## src/rtl/seq_shift_add_mult_pkg.sv

```systemverilog
// ============================================================================
// Module   : mult_pkg
// Purpose  : Shared types and helpers for the sequential shift-add multiplier.
//            Holds the controller state encoding and the conditional
//            two's-complement magnitude helper.
// Revision : 1.0 - initial release
// ============================================================================
`default_nettype none

package mult_pkg;

   // Widest operand the helper below can handle.
   localparam int MAX_WIDTH = 32;

   typedef enum logic [1:0] {
      IDLE = 2'd0,
      RUN  = 2'd1,
      DONE = 2'd2
   } state_t;

   // Returns -val when negate is set, val otherwise. Callers zero-extend a
   // narrower operand and keep the low bits: the magnitude of the most
   // negative value still fits unsigned in the original width.
   function automatic logic [MAX_WIDTH-1:0] cond_mag(
      input logic [MAX_WIDTH-1:0] val,
      input logic                 negate
   );
      return negate ? (~val + 1'b1) : val;
   endfunction

endpackage

`default_nettype wire

```

## src/rtl/seq_shift_add_mult_if.sv

```systemverilog
// ============================================================================
// Module   : seq_shift_add_mult_if
// Purpose  : Operand/result handshake bundle for seq_shift_add_mult.
//   in_valid/in_ready   : operand handshake (a, b, is_signed)
//   out_valid/out_ready : result handshake (result)
//   busy                : multiplier is in RUN or DONE
//   master modport = producer/consumer side, slave modport = multiplier.
// Revision : 1.0 - initial release
// ============================================================================
`default_nettype none

interface seq_shift_add_mult_if #(
   parameter int WIDTH = 8
);
   logic                 in_valid;
   logic                 in_ready;
   logic [WIDTH-1:0]     a;
   logic [WIDTH-1:0]     b;
   logic                 is_signed;
   logic                 out_valid;
   logic                 out_ready;
   logic [2*WIDTH-1:0]   result;
   logic                 busy;

   modport master (
      output in_valid, a, b, is_signed, out_ready,
      input  in_ready, out_valid, result, busy
   );

   modport slave (
      input  in_valid, a, b, is_signed, out_ready,
      output in_ready, out_valid, result, busy
   );
endinterface

`default_nettype wire

```

## src/rtl/seq_shift_add_mult.sv

```systemverilog
// ============================================================================
// Module   : seq_shift_add_mult
// Purpose  : Sequential shift-add multiplier, one multiplier bit per cycle.
//            Signed operation multiplies magnitudes and negates the product at
//            the end. With EARLY_TERM set the run stops once no multiplier
//            bits remain.
// Ports    : clk   - clock, rising edge
//            reset - synchronous, active-high
//            bus   - seq_shift_add_mult_if.slave (operand/result handshakes)
// Revision : 1.0 - initial release
// ============================================================================
`default_nettype none

module seq_shift_add_mult #(
   parameter int WIDTH      = 8,
   parameter bit EARLY_TERM = 1'b1
) (
   input  logic                 clk,
   input  logic                 reset,
   seq_shift_add_mult_if.slave  bus
);
   import mult_pkg::*;

   localparam int             CW   = $clog2(WIDTH + 1);
   localparam int             RW   = 2 * WIDTH;
   localparam logic [CW-1:0]  LAST = CW'(WIDTH);

   state_t           state_q,     state_d;
   logic [WIDTH-1:0] mplier_q,    mplier_d;
   logic [RW-1:0]    mcand_q,     mcand_d;
   logic [RW-1:0]    prod_q,      prod_d;
   logic [CW-1:0]    count_q,     count_d;
   logic             neg_q,       neg_d;
   logic [RW-1:0]    result_q,    result_d;
   logic             out_valid_q, out_valid_d;
   logic             in_ready_q,  in_ready_d;
   logic             busy_q,      busy_d;

   logic [MAX_WIDTH-1:0] a_ext;
   logic [MAX_WIDTH-1:0] b_ext;
   logic                 a_neg;
   logic                 b_neg;
   logic                 finish;

   always_comb begin
      a_ext              = '0;
      b_ext              = '0;
      a_ext[WIDTH-1:0]   = bus.a;
      b_ext[WIDTH-1:0]   = bus.b;
      a_neg              = bus.is_signed && bus.a[WIDTH-1];
      b_neg              = bus.is_signed && bus.b[WIDTH-1];
      // All multiplier bits consumed, or nothing left that could add in.
      finish             = (count_q == LAST) || (EARLY_TERM && (mplier_q == '0));

      state_d     = state_q;
      mplier_d    = mplier_q;
      mcand_d     = mcand_q;
      prod_d      = prod_q;
      count_d     = count_q;
      neg_d       = neg_q;
      result_d    = result_q;
      out_valid_d = out_valid_q;
      in_ready_d  = in_ready_q;
      busy_d      = busy_q;

      case (state_q)
         IDLE: begin
            if (bus.in_valid && in_ready_q) begin
               mplier_d   = WIDTH'(cond_mag(a_ext, a_neg));
               mcand_d    = {{WIDTH{1'b0}}, WIDTH'(cond_mag(b_ext, b_neg))};
               neg_d      = a_neg ^ b_neg;
               prod_d     = '0;
               count_d    = '0;
               in_ready_d = 1'b0;
               busy_d     = 1'b1;
               state_d    = RUN;
            end
         end
         RUN: begin
            if (finish) begin
               result_d    = neg_q ? (~prod_q + 1'b1) : prod_q;
               out_valid_d = 1'b1;
               state_d     = DONE;
            end else begin
               if (mplier_q[0]) begin
                  prod_d = prod_q + mcand_q;
               end
               mcand_d  = mcand_q << 1;
               mplier_d = mplier_q >> 1;
               count_d  = count_q + 1'b1;
            end
         end
         DONE: begin
            if (bus.out_ready) begin
               out_valid_d = 1'b0;
               in_ready_d  = 1'b1;
               busy_d      = 1'b0;
               state_d     = IDLE;
            end
         end
         default: begin
            out_valid_d = 1'b0;
            in_ready_d  = 1'b1;
            busy_d      = 1'b0;
            state_d     = IDLE;
         end
      endcase
   end

   always_ff @(posedge clk) begin
      if (reset) begin
         state_q     <= IDLE;
         mplier_q    <= '0;
         mcand_q     <= '0;
         prod_q      <= '0;
         count_q     <= '0;
         neg_q       <= 1'b0;
         result_q    <= '0;
         out_valid_q <= 1'b0;
         in_ready_q  <= 1'b1;
         busy_q      <= 1'b0;
      end else begin
         state_q     <= state_d;
         mplier_q    <= mplier_d;
         mcand_q     <= mcand_d;
         prod_q      <= prod_d;
         count_q     <= count_d;
         neg_q       <= neg_d;
         result_q    <= result_d;
         out_valid_q <= out_valid_d;
         in_ready_q  <= in_ready_d;
         busy_q      <= busy_d;
      end
   end

   assign bus.result    = result_q;
   assign bus.out_valid = out_valid_q;
   assign bus.in_ready  = in_ready_q;
   assign bus.busy      = busy_q;

endmodule

`default_nettype wire

```

## src/flat_wrapper.sv

```systemverilog
// flat-port wrapper written by rule: the top's interface ports become plain ports
module seq_shift_add_mult_flat import mult_pkg::*;
#(
   parameter int WIDTH      = 8,
   parameter bit EARLY_TERM = 1'b1
)
  (clk, reset, bus_in_valid, bus_a, bus_b, bus_is_signed, bus_out_ready, bus_in_ready, bus_out_valid, bus_result, bus_busy);
  seq_shift_add_mult_if #(.WIDTH(WIDTH)) bus_i ();
  input  logic clk;
  input  logic reset;
  input wire logic [$bits(bus_i.in_valid)-1:0] bus_in_valid;
  input wire logic [$bits(bus_i.a)-1:0] bus_a;
  input wire logic [$bits(bus_i.b)-1:0] bus_b;
  input wire logic [$bits(bus_i.is_signed)-1:0] bus_is_signed;
  input wire logic [$bits(bus_i.out_ready)-1:0] bus_out_ready;
  output wire logic [$bits(bus_i.in_ready)-1:0] bus_in_ready;
  output wire logic [$bits(bus_i.out_valid)-1:0] bus_out_valid;
  output wire logic [$bits(bus_i.result)-1:0] bus_result;
  output wire logic [$bits(bus_i.busy)-1:0] bus_busy;
  assign bus_i.in_valid = bus_in_valid;
  assign bus_i.a = bus_a;
  assign bus_i.b = bus_b;
  assign bus_i.is_signed = bus_is_signed;
  assign bus_i.out_ready = bus_out_ready;
  assign bus_in_ready = bus_i.in_ready;
  assign bus_out_valid = bus_i.out_valid;
  assign bus_result = bus_i.result;
  assign bus_busy = bus_i.busy;
  seq_shift_add_mult #(.WIDTH(WIDTH), .EARLY_TERM(EARLY_TERM)) u_core (.clk(clk), .reset(reset), .bus(bus_i));
endmodule
```

## config.mk

```make
export PLATFORM = sky130hd
export DESIGN_NAME = seq_shift_add_mult_flat
export DESIGN_NICKNAME = d
export VERILOG_FILES = /design/src/rtl/seq_shift_add_mult_pkg.sv /design/src/rtl/seq_shift_add_mult_if.sv /design/src/rtl/seq_shift_add_mult.sv /design/src/flat_wrapper.sv
export SDC_FILE = /design/constraint.sdc
export NUM_CORES = 1
export LEC_CHECK = 0
export CAP_MARGIN = 20
export CORE_MARGIN = 5
export CORE_UTILIZATION = 50
export CTS_CLUSTER_SIZE = 12
export DETAILED_ROUTE_END_ITERATION = 7
export PLACE_DENSITY_LB_ADDON = 0.05
export SKIP_LAST_GASP = 1
export SLEW_MARGIN = 15
export SYNTH_ARGS = -nofsm -noshare
export SYNTH_HDL_FRONTEND = slang
export SYNTH_SLANG_ARGS = --single-unit
```

## constraint.sdc

```tcl
create_clock -name clk -period 3 [get_ports clk]
set_input_delay 0.6 -clock clk [delete_from_list [all_inputs] [get_ports clk]]
set_output_delay 0.6 -clock clk [all_outputs]
set_load 0.1 [all_outputs]
```

; ---- After elaboration in Yosys (flattened, before gate mapping)
; Cells that the tools add are included.
[totals]
register_bits = 66
out_inout_bits = 19
[classes]
n_eq_ne = 8
muxes = 28
n_bitwise = 6
addsub = 5
reduce_logical = 14
[ops]
columns = operator, n
row1 = $mux W16, 6
row2 = $pmux W16 S2, 2
row3 = $mux W8, 4
row4 = $add A16 B1 Y16 const B, 1
row5 = $add A16 B16 Y16, 1
row6 = $add A8 B1 Y8 const B, 2
row7 = $not A16 Y16, 1
row8 = $not A8 Y8, 2
row9 = $pmux W8 S2, 1
row10 = $reduce_and A3 Y1, 4
row11 = $pmux W1 S3, 3
row12 = $logic_not A8 Y1, 1
row13 = $mux W4, 2
row14 = $pmux W4 S2, 1
row15 = $mux W2, 3
row16 = $ne A2 B1 Y1 const B, 3
row17 = $pmux W2 S3, 1
row18 = $mux W1, 5
row19 = $add A4 B1 Y4 const B, 1
row20 = $eq A4 B4 Y1 const B, 1
row21 = $ne A2 B2 Y1 const B, 2
row22 = $reduce_and A2 Y1, 2
row23 = $reduce_and A4 Y1, 1
row24 = $logic_and A1 B1 Y1, 3
row25 = 7 further kinds, 8

; ---- Logic depth before layout (Yosys ltp)
; Gate-level depths: netlist of the first run.
[depth]
ltp_word = 5
mapped_depth = 11
ltp_nobuf = 10

; ---- Worst setup path before layout of the first run
; OpenSTA, ideal clock, no wires.
[synth_timing]
path_kind = reg-to-reg
startpoint = register u_core.in_ready_q, in the netlist u_core.bus.in_ready
endpoint = register u_core.prod_q[10]
n_path_buf = 1
period_less_slack_ns = 2.355
setup_slack_ns = 0.645
arrival_time_ns = 2.239
path_stages_with_launch = 7
cell_sequence = dfxtp_1 > nor3b_2 > a21oi_1 > or2_1 > and2b_1 > buf_4 > a22o_1
[synth_via]
elab_chain_len = 3
[synth_rtl]
columns = item, line
row1 = start: declaration, seq_shift_add_mult.sv:36  ; logic in_ready_q, in_ready_d;
row2 = start signal: assignment, seq_shift_add_mult.sv:131  ; in_ready_q <= in_ready_d;
row3 = $logic_and A1 B1 Y1, seq_shift_add_mult.sv:68  ; if (bus.in_valid && in_ready_q) begin
row4 = $ne A2 B1 Y1 (no line), --
row5 = $reduce_and A4 Y1 (no line), --
row6 = end signal: assignment, seq_shift_add_mult.sv:126  ; prod_q <= prod_d;
row7 = end: declaration, seq_shift_add_mult.sv:31  ; logic [RW-1:0] prod_q, prod_d;
; No other way between the ends.
; A chain may end at the register's enable or synchronous reset.

; ---- Worst setup path in the final report of the first run
[layout_timing]
startpoint = register u_core.prod_q[0]
endpoint = register u_core.prod_q[14]
[layout_via]
elab_chain_len = 4
[layout_rtl]
columns = item, line
row1 = $add A16 B16 Y16, seq_shift_add_mult.sv:86  ; prod_d = prod_q + mcand_q;
row2 = $mux W16, seq_shift_add_mult.sv:85  ; if (mplier_q[0]) begin
row3 = $mux W16, seq_shift_add_mult.sv:80  ; if (finish) begin
row4 = $pmux W16 S2, seq_shift_add_mult.sv:66  ; case (state_q)
; No other way between the ends. The select of a mux whose other input is x is not followed.

==> results.toml, run 1 <==
[worst_setup_path]
crit_start = "u_core.prod_q[0]"
crit_type = "flip-flop to flip-flop"
cp.arrival_ps = 2830
r2r_cells = 10
regToRegSetupSlack_ps = 400
r2r-start = "u_core.prod_q[0]"
path_max_fanout = 5
critPathCaptureType = "flip-flop"
r2r_end = "u_core.prod_q[14]"
critPathLaunchType = "flip-flop"
worstPathRequired_ps = 3230

[timing]
max-slew-margin-rel = 0.580
fin_skew_ps = 8.93
fmax_mhz = 385
tightest_slew_ps = 630
fin_crit_ps = 2600
hold_ws_ps = 464
drv_slew = 0
finalSetupViolations = 0
fin_crit_sh = 0.865
fin_tns_setup_ps = 0
finalHoldViolations = 0
rsz0062_at_grt = "no"

[global_route]
grt_max_degree = 35
grt_usage = 0.182
grt_pass1_wl_mm = 14.5
antenna_found_initial = 0
overflow = 0
grt_pass1_vias = 3270

[placed_design]
hpwl_mm = 6.28
io_buffers = 39
dpl_cell_area_mm2 = 0.00425
gp_congestion = 0.919

[finish]
diodes = 0
multi_input_area_mm2 = 0.00231
area_growth_pct = 17.4
ff_latch_area_mm2 = 0.00132
fillerInstances = 668
final_layout_size_suffix_gt1_frac = 0.106
fin_area_mm2 = 0.00448
fin_nets = 555

[logic_synthesis]
ys_ff_latch = 66
synth_ff_type = "dfxtp_1"
syn_inst = 477
yosysWarnings = 0
ys_seq_area_frac = 0.346
synth_edf_count = 0
synth_area_leaders = "dfxtp_1 (35%), ha_1 (6.6%), nand2_1 (6.5%)"
syn_nets = 519
syn_area_mm2 = 0.00382
synthArstFlopShare = 0
synth_cell_types = 56
synth_top_area_frac = 0.346
yosys.area.top_type = "dfxtp_1"
avgSynthCellArea_um2 = 8.00
synthTopCellsByCount = "dfxtp_1 (66), nand2_1 (66), a21oi_1 (49)"

[die]
core-area_mm2 = 0.00733
start_util = 0.521
pin_count = 40
die_h_um = 97.4
rows = 31
die_area_mm2 = 0.00948
fp.dieW_um = 97.4

[clocking]
clk-insertion-delay-late_ps = 350
cts.repair.resized = 0
clock_path_buffers = 2
clkTransAtPathRegs_ps = 70
numCtsBuffers = 9
ctsHoldBuffers = 0
clock-root-buffer = "clkbuf_8"
cts_tree = "done"
htree_levels = 3
clock_sinks = 66
post_cts_buffers = 0

[power]
combPwrFrac = 0.319
swShare = 0.369
pwr-share-clk = 0.313
p_int_uw = 1780
irDropWorstVdd_mv = 0.290
p_leak_uw = 0.00181
powerDensity_mw_per_mm2 = 631
pwr-share-seq = 0.367
power.switching_uw = 1040

[routing]
ant_nets = 0
avgViaCountPerCell = 5.52
drc = 0
dr.first_iter.drc_count = 140
wirelength_mm = 8.42
routedWlPerCell_um = 13.6
vias = 3405
first_pass_iters = 6

[min_path]
hold_end = "u_core.bus.busy"
min_from = "u_core.bus.busy"
hold_path_depth = 2
hold_class = "flip-flop to flip-flop"

[flow_run]
drv_cap = 0

[status]
outcome = "complete, no violations"
==> final cells by class <==
cell class,count,share of cell area
clock buffer,10,0.0285
clock inverter,6,0.0235
inverter,20,0.0168
multi-input combinational,367,0.517
sequential,66,0.295
tap,99,0.0276
timing repair buffer,49,0.0922
==> how the worst max path moves through the flow <==
stage | depth (start not counted) | to | slack [ps]
after floorplan | 6 | u_core.prod_q[10] | 640
after global placement | 7 | u_core.prod_q[13] | 530
after detailed placement | 10 | u_core.prod_q[14] | 460
after CTS | 10 | u_core.prod_q[14] | 410
after global routing | 10 | u_core.prod_q[14] | 240
final | 10 | u_core.prod_q[14] | 400
==> sequential cells by signal, summed over array words and instances, names as in the netlist <==
register and flops:
u_core.prod_q 16, u_core.mplier_q 8, u_core.state_q 2, u_core.neg_q 1
u_core.bus.out_valid 1, u_core.bus.result 16, u_core.count_q 4, u_core.bus.in_ready 1
u_core.bus.busy 1, u_core.mcand_q 16
==> cells by family (layout without fill, tap and decap cells) <==
group                    after synthesis  in the layout  share of synthesized area
AO/OA/AOI/OAI                        138            138                      0.241
XOR/XNOR                              35             35                     0.0803
adder cells (fa/ha/maj)               21             21                     0.0708
buffers and inverters                 44             85                     0.0475
flip-flops                            66             66                      0.346
multiplexers                           2              2                    0.00524
AND/OR/NAND/NOR                      171            171                      0.209
==> power by group through the flow <==
stage | sequential, µW | clock, µW | combinational (µW)
final | 1040 | 886 | 902
after global routing | 1050 | 939 | 978
after CTS | 1040 | 904 | 908
after detailed placement | 1060 | 0 | 906
after global placement | 1060 | 0 | 901
after floorplan | 1320 | 0 | 428
==> critical path, cell delays in order, from the launching register on <==
cell and delay [ps]:
dfxtp_1 420, ha_1 240, inv_1 60, fa_1 390, nor2b_1 170, o21ai_0 130, a21oi_1 260, o21bai_1 130
a311oi_1 320, o21ai_0 110, a32o_1 260
==> layout by cell type, fill, tap and decap left out, types with 6 or more instances in the layout <==
| cell type | synthesis | layout |
|---|---|---|
| or3_1 | 7 | 7 |
| clkdlybuf4s50_1 | 0 | 19 |
| inv_1 | 20 | 20 |
| dfxtp_1 | 66 | 66 |
| buf_4 | 2 | 29 |
| a22o_1 | 6 | 6 |
| nand2_1 | 66 | 66 |
| o21ai_0 | 15 | 15 |
| nor3_1 | 12 | 12 |
| o211ai_1 | 14 | 14 |
| ha_1 | 20 | 20 |
| nand3_1 | 22 | 22 |
| a21o_1 | 6 | 6 |
| a21oi_1 | 49 | 49 |
| xor2_1 | 18 | 18 |
| a211oi_1 | 17 | 17 |
| clkbuf_8 | 0 | 9 |
| xnor2_1 | 17 | 17 |
| nor2_1 | 39 | 39 |
==> routing by layer <==
layer | share of wire | global-route usage | wire [µm]
met5 | 0 | 0 | 0
met2 | 0.47 | 0.301 | 3950
met1 | 0.47 | 0.231 | 3930
met3 | 0.046 | 0.0402 | 384
met4 | 0.019 | 0.0714 | 157
==> stage by stage <==
stage	util	setup slack, ps	cells	power (µW)
final	0.611	404	617	2830
after global routing	0.611	244	617	2970
after CTS	0.611	415	617	2850
after detailed placement	0.579	461	601	1960
after global placement	0.579	526	601	1960
after floorplan	-	645	477	1750
Note: power is estimated with default switching activity, not from simulation.
==> inputs of run 2 (changes only) <==
GPL_TIMING_DRIVEN = 0   (was default)
==> run 2 against run 1 <==
Compared with the run above: clock power decreased by 4.7%; wire length increased by 9.7%; critical path depth unchanged; die area unchanged; hold slack got worse by 1.9 ps; utilization increased by 0.94 points; cell area increased by 1.5%.
==> results.toml, run 2 (same netlist as run 1, synthesis figures left out) <==
[finish]
most-common-layout-cells = "nand2_1 (66), dfxtp_1 (66), a21oi_1 (49)"
fillerInstances = 663
ff_latch_area_mm2 = 0.00132
fin_area_mm2 = 0.00455
fin_nets = 568
area_growth_pct = 19.2
final_layout_size_suffix_gt1_frac = 0.0659
diodes = 0
multi_input_area_mm2 = 0.00231

[placed_design]
hpwl_mm = 7.12
gp_congestion = 0.887
io_buffers = 38
dpl_cell_area_mm2 = 0.00432

[power]
combPwrFrac = 0.333
pwr-share-seq = 0.368
p_leak_uw = 0.00177
irDropWorstVdd_mv = 0.360
p_int_uw = 1740
powerDensity_mw_per_mm2 = 619
pwr-share-clk = 0.300
swShare = 0.383
p_total_uw = 2820
power.switching_uw = 1080

[clocking]
clk-insertion-delay-late_ps = 340
htree_levels = 3
post_cts_buffers = 0
clock_path_buffers = 2
cts.repair.resized = 0
numCtsBuffers = 9
clock-root-buffer = "clkbuf_8"
clock_sinks = 66
ctsHoldBuffers = 0
cts_tree = "done"
clkTransAtPathRegs_ps = 80

[timing]
finalHoldViolations = 0
drv_slew = 0
fin_tns_setup_ps = 0
fmax_mhz = 379
fin_skew_ps = 9.17
fin_crit_sh = 0.880
max-slew-margin-rel = 0.354
tightest_slew_ps = 965
rsz0062_at_grt = "no"
finalSetupViolations = 0
fin_crit_ps = 2640

[die]
die_area_mm2 = 0.00948
start_util = 0.521
core-area_mm2 = 0.00733
die_h_um = 97.4
rows = 31
pin_count = 40
fp.dieW_um = 97.4

[worst_setup_path]
critPathCaptureType = "flip-flop"
path_max_fanout = 3
crit_end = "u_core.prod_q[14]"
r2r_cells = 10
critPathLaunchType = "flip-flop"
crit_start = "u_core.mcand_q[0]"
crit_type = "flip-flop to flip-flop"
r2r-start = "u_core.mcand_q[0]"
worstPathRequired_ps = 3240
regToRegSetupSlack_ps = 360
r2r_end = "u_core.prod_q[14]"
cp.arrival_ps = 2880

[status]
outcome = "complete, no violations"

[global_route]
grt_pass1_wl_mm = 15.7
overflow = 0
grt_usage = 0.200
antenna_found_initial = 0
grt_pass1_vias = 3462
grt_max_degree = 13

[routing]
dr.first_iter.drc_count = 134
vias = 3526
ant_nets = 0
drc = 0
avgViaCountPerCell = 5.60
first_pass_iters = 5
routedWlPerCell_um = 14.7
wirelength_mm = 9.23

[min_path]
min_from = "u_core.bus.busy"
hold_class = "flip-flop to flip-flop"

[flow_run]
drv_cap = 0
## run 2: cell count changes in the layout (fill, tap and decap cells not counted), sizes merged
cell           previous run  this run
clkinvlp                  0         1
bufinv                    3         2
clkbuf                   10        23
clkdlybuf4s50            19        38
buf                      30        11
## run 2: how the worst min path moves through the flow
| stage | end | slack, ps | cells after the start |
|---|---|---|---|
| 3_5_place_dp | u_core.bus.busy | 450 | 2 |
| 5_1_grt | u_core.bus.busy | 490 | 2 |
| 3_3_place_gp | u_core.bus.busy | 450 | 2 |
| 2_1_floorplan | u_core.mplier_q[2] | 440 | 2 |
| 6_report | u_core.bus.busy | 460 | 2 |
| 4_1_cts | u_core.bus.busy | 460 | 2 |
## run 2: power by group through the flow
stage                     sequential [µW]  combinational, µW  clock [µW]
final                                1040                938         844
after detailed placement             1060                937           0
after floorplan                      1320                428           0
after global routing                 1050               1020         899
after CTS                            1040                939         860
after global placement               1050                926           0
## run 2: worst max-delay path: stages, from the launching register on
cell,delay (ps)
dfxtp_1,410
ha_1,230
inv_1,60
fa_1,390
nor2b_1,150
o21ai_0,140
a21oi_1,300
o21bai_1,140
a311oi_1,340
o21ai_0,120
a32o_1,260
## run 2: stage by stage
step | hold slack (ps) | setup WS, ps | utilization | std cells
finish | 462 | 359 | 0.621 | 630
global route | 486 | 106 | 0.621 | 630
CTS | 461 | 361 | 0.621 | 630
detailed placement | 450 | 176 | 0.590 | 614
floorplan | 439 | 645 | - | 477
global placement | 451 | 186 | 0.590 | 614
## run 2: cell type report
class,instances,area share
clock buffer,10,0.0303
tap,99,0.0272
buffer,24,0.0234
timing repair buffer,38,0.0836
clock inverter,6,0.0198
multi-input combinational,367,0.509
sequential,66,0.290
inverter,20,0.0165
## run 2: metal layers
| layer | up-vias | global-route usage | wire [µm] |
|---|---|---|---|
| li1 | 1807 | - | - |
| met1 | 1643 | 0.246 | 4120 |
| met2 | 66 | 0.343 | 4570 |
| met3 | 10 | 0.0352 | 417 |
| met4 | 0 | 0.0841 | 125 |
| met5 | - | 0 | 0 |
==> edit 1, RTL diff (flow settings as in run 2) <==
`EARLY_TERM` is set to 1'b1 in 2 places; all go to 1'b0.
--- a/src/rtl/seq_shift_add_mult.sv
+++ b/src/rtl/seq_shift_add_mult.sv
@@ -13,7 +13,7 @@
 
 module seq_shift_add_mult #(
    parameter int WIDTH      = 8,
-   parameter bit EARLY_TERM = 1'b1
+   parameter bit EARLY_TERM = 1'b0
 ) (
    input  logic                 clk,
    input  logic                 reset,
--- a/src/flat_wrapper.sv
+++ b/src/flat_wrapper.sv
@@ -2,7 +2,7 @@
 module seq_shift_add_mult_flat import mult_pkg::*;
 #(
    parameter int WIDTH      = 8,
-   parameter bit EARLY_TERM = 1'b1
+   parameter bit EARLY_TERM = 1'b0
 )
   (clk, reset, bus_in_valid, bus_a, bus_b, bus_is_signed, bus_out_ready, bus_in_ready, bus_out_valid, bus_result, bus_busy);
   seq_shift_add_mult_if #(.WIDTH(WIDTH)) bus_i ();
Check against the original RTL: not equivalent (Yosys sat finds a counterexample within 4 cycles, from zero or initial values and one cycle with reset high).
==> edit 1 against run 2 <==
- wire length up 1.5%
- sequential cell count did not move
- via count down 0.71%
- synthesized area is essentially flat
- design area shrank 1.4%
- critical path depth did not move
- critical path type unchanged
- setup slack worse by 0.011 ns
- clock skew shrank 0.00054 ns
- non-clock buffer count rose by 4
- worst hold slack improved by 0.0042 ns
- final cell count stayed put
Power is not compared: it rests on default switching activity, and its combinational part moved more than twofold at a synthesized area within 25%.
==> edit 1: results (changes against run 2) <==
run status completed; met2 wire len 4.57 mm (unchanged); CORE AREA 7330 um2 (unchanged); M1 WL 4.27 mm (+3.8%); most common flop cell mapped by yosys dfxtp_1; routability cong. 0.846 (-4.6%); initial antenna violation count 0 (unchanged); HP Class flip-flop to flip-flop; Clock H-tree levels 3 (unchanged); drt pass-1 iters 4 (-1); worst reg2reg path depth 10 (unchanged); crit path DAT 2.89 ns (about the same); first-pass GRT wire length 15.8 mm (+1.2%); Synth warnings 0 (unchanged); count of filler cells inserted in the layout 670 (+1.1%); post-CTS sizing 0 (unchanged); vias in the first global route 3343 (-3.4%); n_diodes 0 (unchanged); top routing layer used met4; Synth cell types 50 (-11%); ratio of cells with drive above 1 in the final layout 4.33% (-2.3 points); WL met3 413 um (-0.96%); final wirelength 9.37 mm (+1.5%); Reg clk slew, reported paths 0.07 ns; Final nets 571 (+0.53%); worst vdd ir 0.197 mV; register area share after synthesis 34.6% (about the same); Commonest cells post-synth 66 x dfxtp_1, 66 x nor2_1, 55 x a21oi_1; Skew-Pair Late Insertion Delay 0.35 ns; Clock Path Buffers 2 (unchanged); largest net degree at the start of global routing 11 (-2); Net Count, Synth 520 (+0.19%); Detail Placement HPWL 7.12 mm (about the same); Slew @ Worst Pin 0.978 ns (+0.0121 ns); Leak 1.72 nW; top post-synthesis cells by area dfxtp_1 35%, a21oi_1 7.2%, ha_1 6.6%, nor2_1 6.5%, a211oi_1 5.1%; Overall Global Routing Usage 20.2% (+0.20 points); Post-CTS Setup Repair Bufs 0 (unchanged); total CTS buffers 9 (unchanged); ys async rst share 0% (unchanged); via count 3501 (-0.71%); CP Max Fanout 6 (+3); worst hold stages 2 (unchanged); DR iter-0 viols 134 (unchanged); # port buffers 39 (+2.6%); Layout Skew 0.00863 ns (-0.000537 ns); root buffer cell clkbuf_8
edit 1: cell types whose count changed in the layout (fill, tap and decap cells not counted), sizes merged, moves of 5 or more:
cell,run 2,this run
a21oi,49,55
nand2,66,40
buf,11,5
or3,8,1
a31oi,3,8
o211ai,14,2
inv,20,15
nor2,39,66
a211oi,18,27
clkbuf,23,30
edit 1: kinds of logic after synthesis:
family	Yosys count	share of synthesized area (%)
AND/OR/NAND/NOR	167	19.9
AO/OA/AOI/OAI	143	24.3
flip-flops	66	34.6
buffers and inverters	41	4.88
XOR/XNOR	37	8.49
adder cells (fa/ha/maj)	21	7.08
multiplexers	3	0.786
edit 1: final timing paths:
check / from / endpoint / slack [ns]
hold reg to reg: u_core.mcand_q[8]$_SDFFE_PP0P_ / u_core.mcand_q[9]$_SDFFE_PP0P_ / 0.47
setup / recovery: u_core.prod_q[0]$_SDFFE_PP0P_ / u_core.prod_q[14]$_SDFFE_PP0P_ / 0.35
setup reg to reg: u_core.prod_q[0]$_SDFFE_PP0P_ / u_core.prod_q[14]$_SDFFE_PP0P_ / 0.35
hold / removal: u_core.mcand_q[8]$_SDFFE_PP0P_ / u_core.mcand_q[9]$_SDFFE_PP0P_ / 0.47
edit 1: metrics by stage:
step | setup WS (ns) | cell area, um2 | hold slack [ns] | utilization, % | instances
final | 0.348 | 4480 | 0.467 | 61.2 | 630
after global routing | 0.128 | 4480 | 0.496 | 61.2 | 630
after CTS | 0.375 | 4480 | 0.468 | 61.1 | 629
after detailed placement | 0.0517 | 4330 | 0.458 | 59.1 | 616
after global placement | 0.0189 | 4330 | 0.448 | 59.1 | 616
after floorplan | 0.732 | 3820 | 0.448 | - | 478
edit 1: where the power goes:
group / internal (mW) / switching, mW / leakage, nW
clock: 0.281 / 0.325 / 0.0766
combinational: 0.135 / 0.241 / 1.11
sequential: 0.916 / 0.0354 / 0.535
edit 1: routing by layer:
metal,global-route usage [%],vias up
met1,25.5,1618
li1,-,1809
met3,3.37,10
met2,33.8,64
met5,0,-
met4,8.84,0
edit 1: layout make-up:
| type | instances | share of cell area, % |
|---|---|---|
| buffer | 26 | 2.90 |
| clock buffer | 9 | 2.76 |
| timing repair buffer | 40 | 8.82 |
| multi-input combinational | 371 | 51.5 |
| clock inverter | 4 | 0.502 |
| inverter | 15 | 1.26 |
| sequential | 66 | 29.5 |
| tap | 99 | 2.76 |
edit 1: critical path: stages, from the launching register on:
cell	delay, ns
dfxtp_1	0.45
ha_1	0.25
inv_1	0.07
fa_1	0.37
nor2b_1	0.20
o31a_1	0.24
nor3_1	0.08
o221ai_1	0.32
nor2b_1	0.27
mux2i_1	0.20
o211ai_1	0.09
==> edit 2, RTL diff (flow settings as in run 2) <==
Made on the original files. Make the reset (`reset`) asynchronous in one clocked block.
--- a/src/rtl/seq_shift_add_mult.sv
+++ b/src/rtl/seq_shift_add_mult.sv
@@ -107,7 +107,7 @@
       endcase
    end
 
-   always_ff @(posedge clk) begin
+   always_ff @(posedge clk or posedge reset) begin
       if (reset) begin
          state_q     <= IDLE;
          mplier_q    <= '0;
Behaviour: differs if reset is asserted again (counterexample within 4 cycles, from zero or initial values and one cycle with reset high); with reset held inactive, the same outputs for 4 cycles.
==> edit 2 against run 2 <==
- global-route usage decreased by 1.7 points
- largest cell class unchanged
- critical endpoint is now bus_in_ready
- wire length decreased by 8.3%
- register-to-register slack improved by 0.33 ns
- design area increased by 4.1%
- setup slack improved by 0.021 ns
- critical path type is now flip-flop to output pin
- critical path depth decreased by 9
- sequential cell count unchanged
- final cell count decreased by 4.1%
- synthesized area increased by 2.7%
- maximum frequency increased by 0.80%
- via count decreased by 8.5%
- worst hold slack improved by 0.016 ns
- highest routed layer unchanged
Power is not compared: it rests on default switching activity, and its combinational part moved more than twofold at a synthesized area within 25%.
==> edit 2: results (changes against run 2) <==
run status completed; n_diodes 0 (unchanged); ratio of cells with drive above 1 in the final layout 7.57% (+0.98 points); Synth cell types 47 (-16%); Wirelength per Cell 14.0 um (-4.3%); WP data required 2.40 ns (-0.84 ns); Post-Synth Adder-Cell Area 6.89% (-0.19 points); top post-synthesis cells by area dfrtp_1 41%, nand2_1 6.5%, ha_1 6.4%, o21ai_0 6.3%, a21oi_1 5.7%; Final nets 539 (-5.1%); vias in the first global route 3087 (-11%); DR iter-0 viols 149 (+11%); Overall Global Routing Usage 18.3% (-1.7 points); largest net degree at the start of global routing 64 (+51); Non-Filler Instances 604 (-4.1%); most common flop cell mapped by yosys dfrtp_1; first-pass GRT wire length 14.6 mm (-6.9%); post-synthesis compound-gate area fraction 21.9% (-2.2 points); crit-path leading delay family buffers and inverters; Layout Skew 0.0159 ns (+0.00677 ns); CP Max Fanout 4 (+1); Synth Area in XOR/XNOR 8.26% (+0.23 points); mux contribution to synthesized area 0.542% (+0.018 points); routability cong. 0.849 (-4.2%); slowest stage delay, CP 1.13 ns (+0.72 ns); syn avg cell area 8.79 um2 (+9.9%); ys async rst share 100% (+100 points); CP max-delay cell clkdlybuf4s50_1; register area share after synthesis 42.2% (+7.5 points); pre-CTS WS 0.684 ns (+0.507 ns); # port buffers 39 (+2.6%); Hold WS 0.479 ns (+0.0165 ns); RR Startpoint u_core.prod_q[0]$_DFFE_PP0P_; Detail Placement HPWL 6.47 mm (-9.1%); Synth warnings 0 (unchanged); Net Count, Synth 488 (-6.0%); via count 3228 (-8.5%)
[edit 2: per-layer routing]
| layer | GRT usage [%] | share of wire (%) | vias to the layer above |
|---|---|---|---|
| met5 | 0 | 0 | - |
| met1 | 25.8 | 51 | 1497 |
| met4 | 5.25 | 1.0 | 0 |
| met2 | 29.1 | 44 | 55 |
| met3 | 3.33 | 3.9 | 8 |
| li1 | - | - | 1668 |
[edit 2: power by group]
group	internal [mW]	switching (mW)
Combinational	1.04	1.85
Sequential	1.24	0.348
Clock	0.658	0.336
Total	2.94	2.53
[edit 2: area by class of cell]
type / count / area (um2) / share of cell area (%)
Clock buffer: 11 / 141 / 2.99
Buffer: 17 / 106 / 2.25
Inverter: 20 / 77.6 / 1.64
Timing Repair Buffer: 40 / 418 / 8.82
Tap cell: 102 / 128 / 2.69
Multi-Input combinational cell: 343 / 2090 / 44.1
Sequential cell: 66 / 1650 / 34.9
Clock inverter: 5 / 125 / 2.64
[edit 2: path summary, 6_finish.rpt]
kind	cells after the start	endpoint	slack [ns]
worst max-delay path	1	bus_in_ready	0.38
worst min-delay path	2	u_core.bus.out_valid$_DFFE_PP0P_	0.48
worst max register to register	9	u_core.prod_q[12]$_DFFE_PP0P_	0.69
worst min register to register	2	u_core.bus.result[12]$_DFFE_PP0P_	0.48
max in group asynchronous	3	u_core.bus.in_ready$_DFFE_PP1P_	2.00
min in group clk	2	u_core.bus.result[12]$_DFFE_PP0P_	0.48
[edit 2: metrics by stage]
stage	setup TNS [ns]	instance area (um2)	total power [mW]
2_1_floorplan	0	3920	3.81
3_3_place_gp	-22.93	4440	4.41
3_5_place_dp	0	4470	4.48
4_1_cts	0	4740	5.49
5_1_grt	0	4740	5.89
6_report	0	4740	5.47
[edit 2: cell families after synthesis]
kind of cell    count (synthesis)
buf+inv                        37
mux                             2
compound gates                145
fa+ha+maj                      21
flops                          66
xor+xnor                       37
simple gates                  138
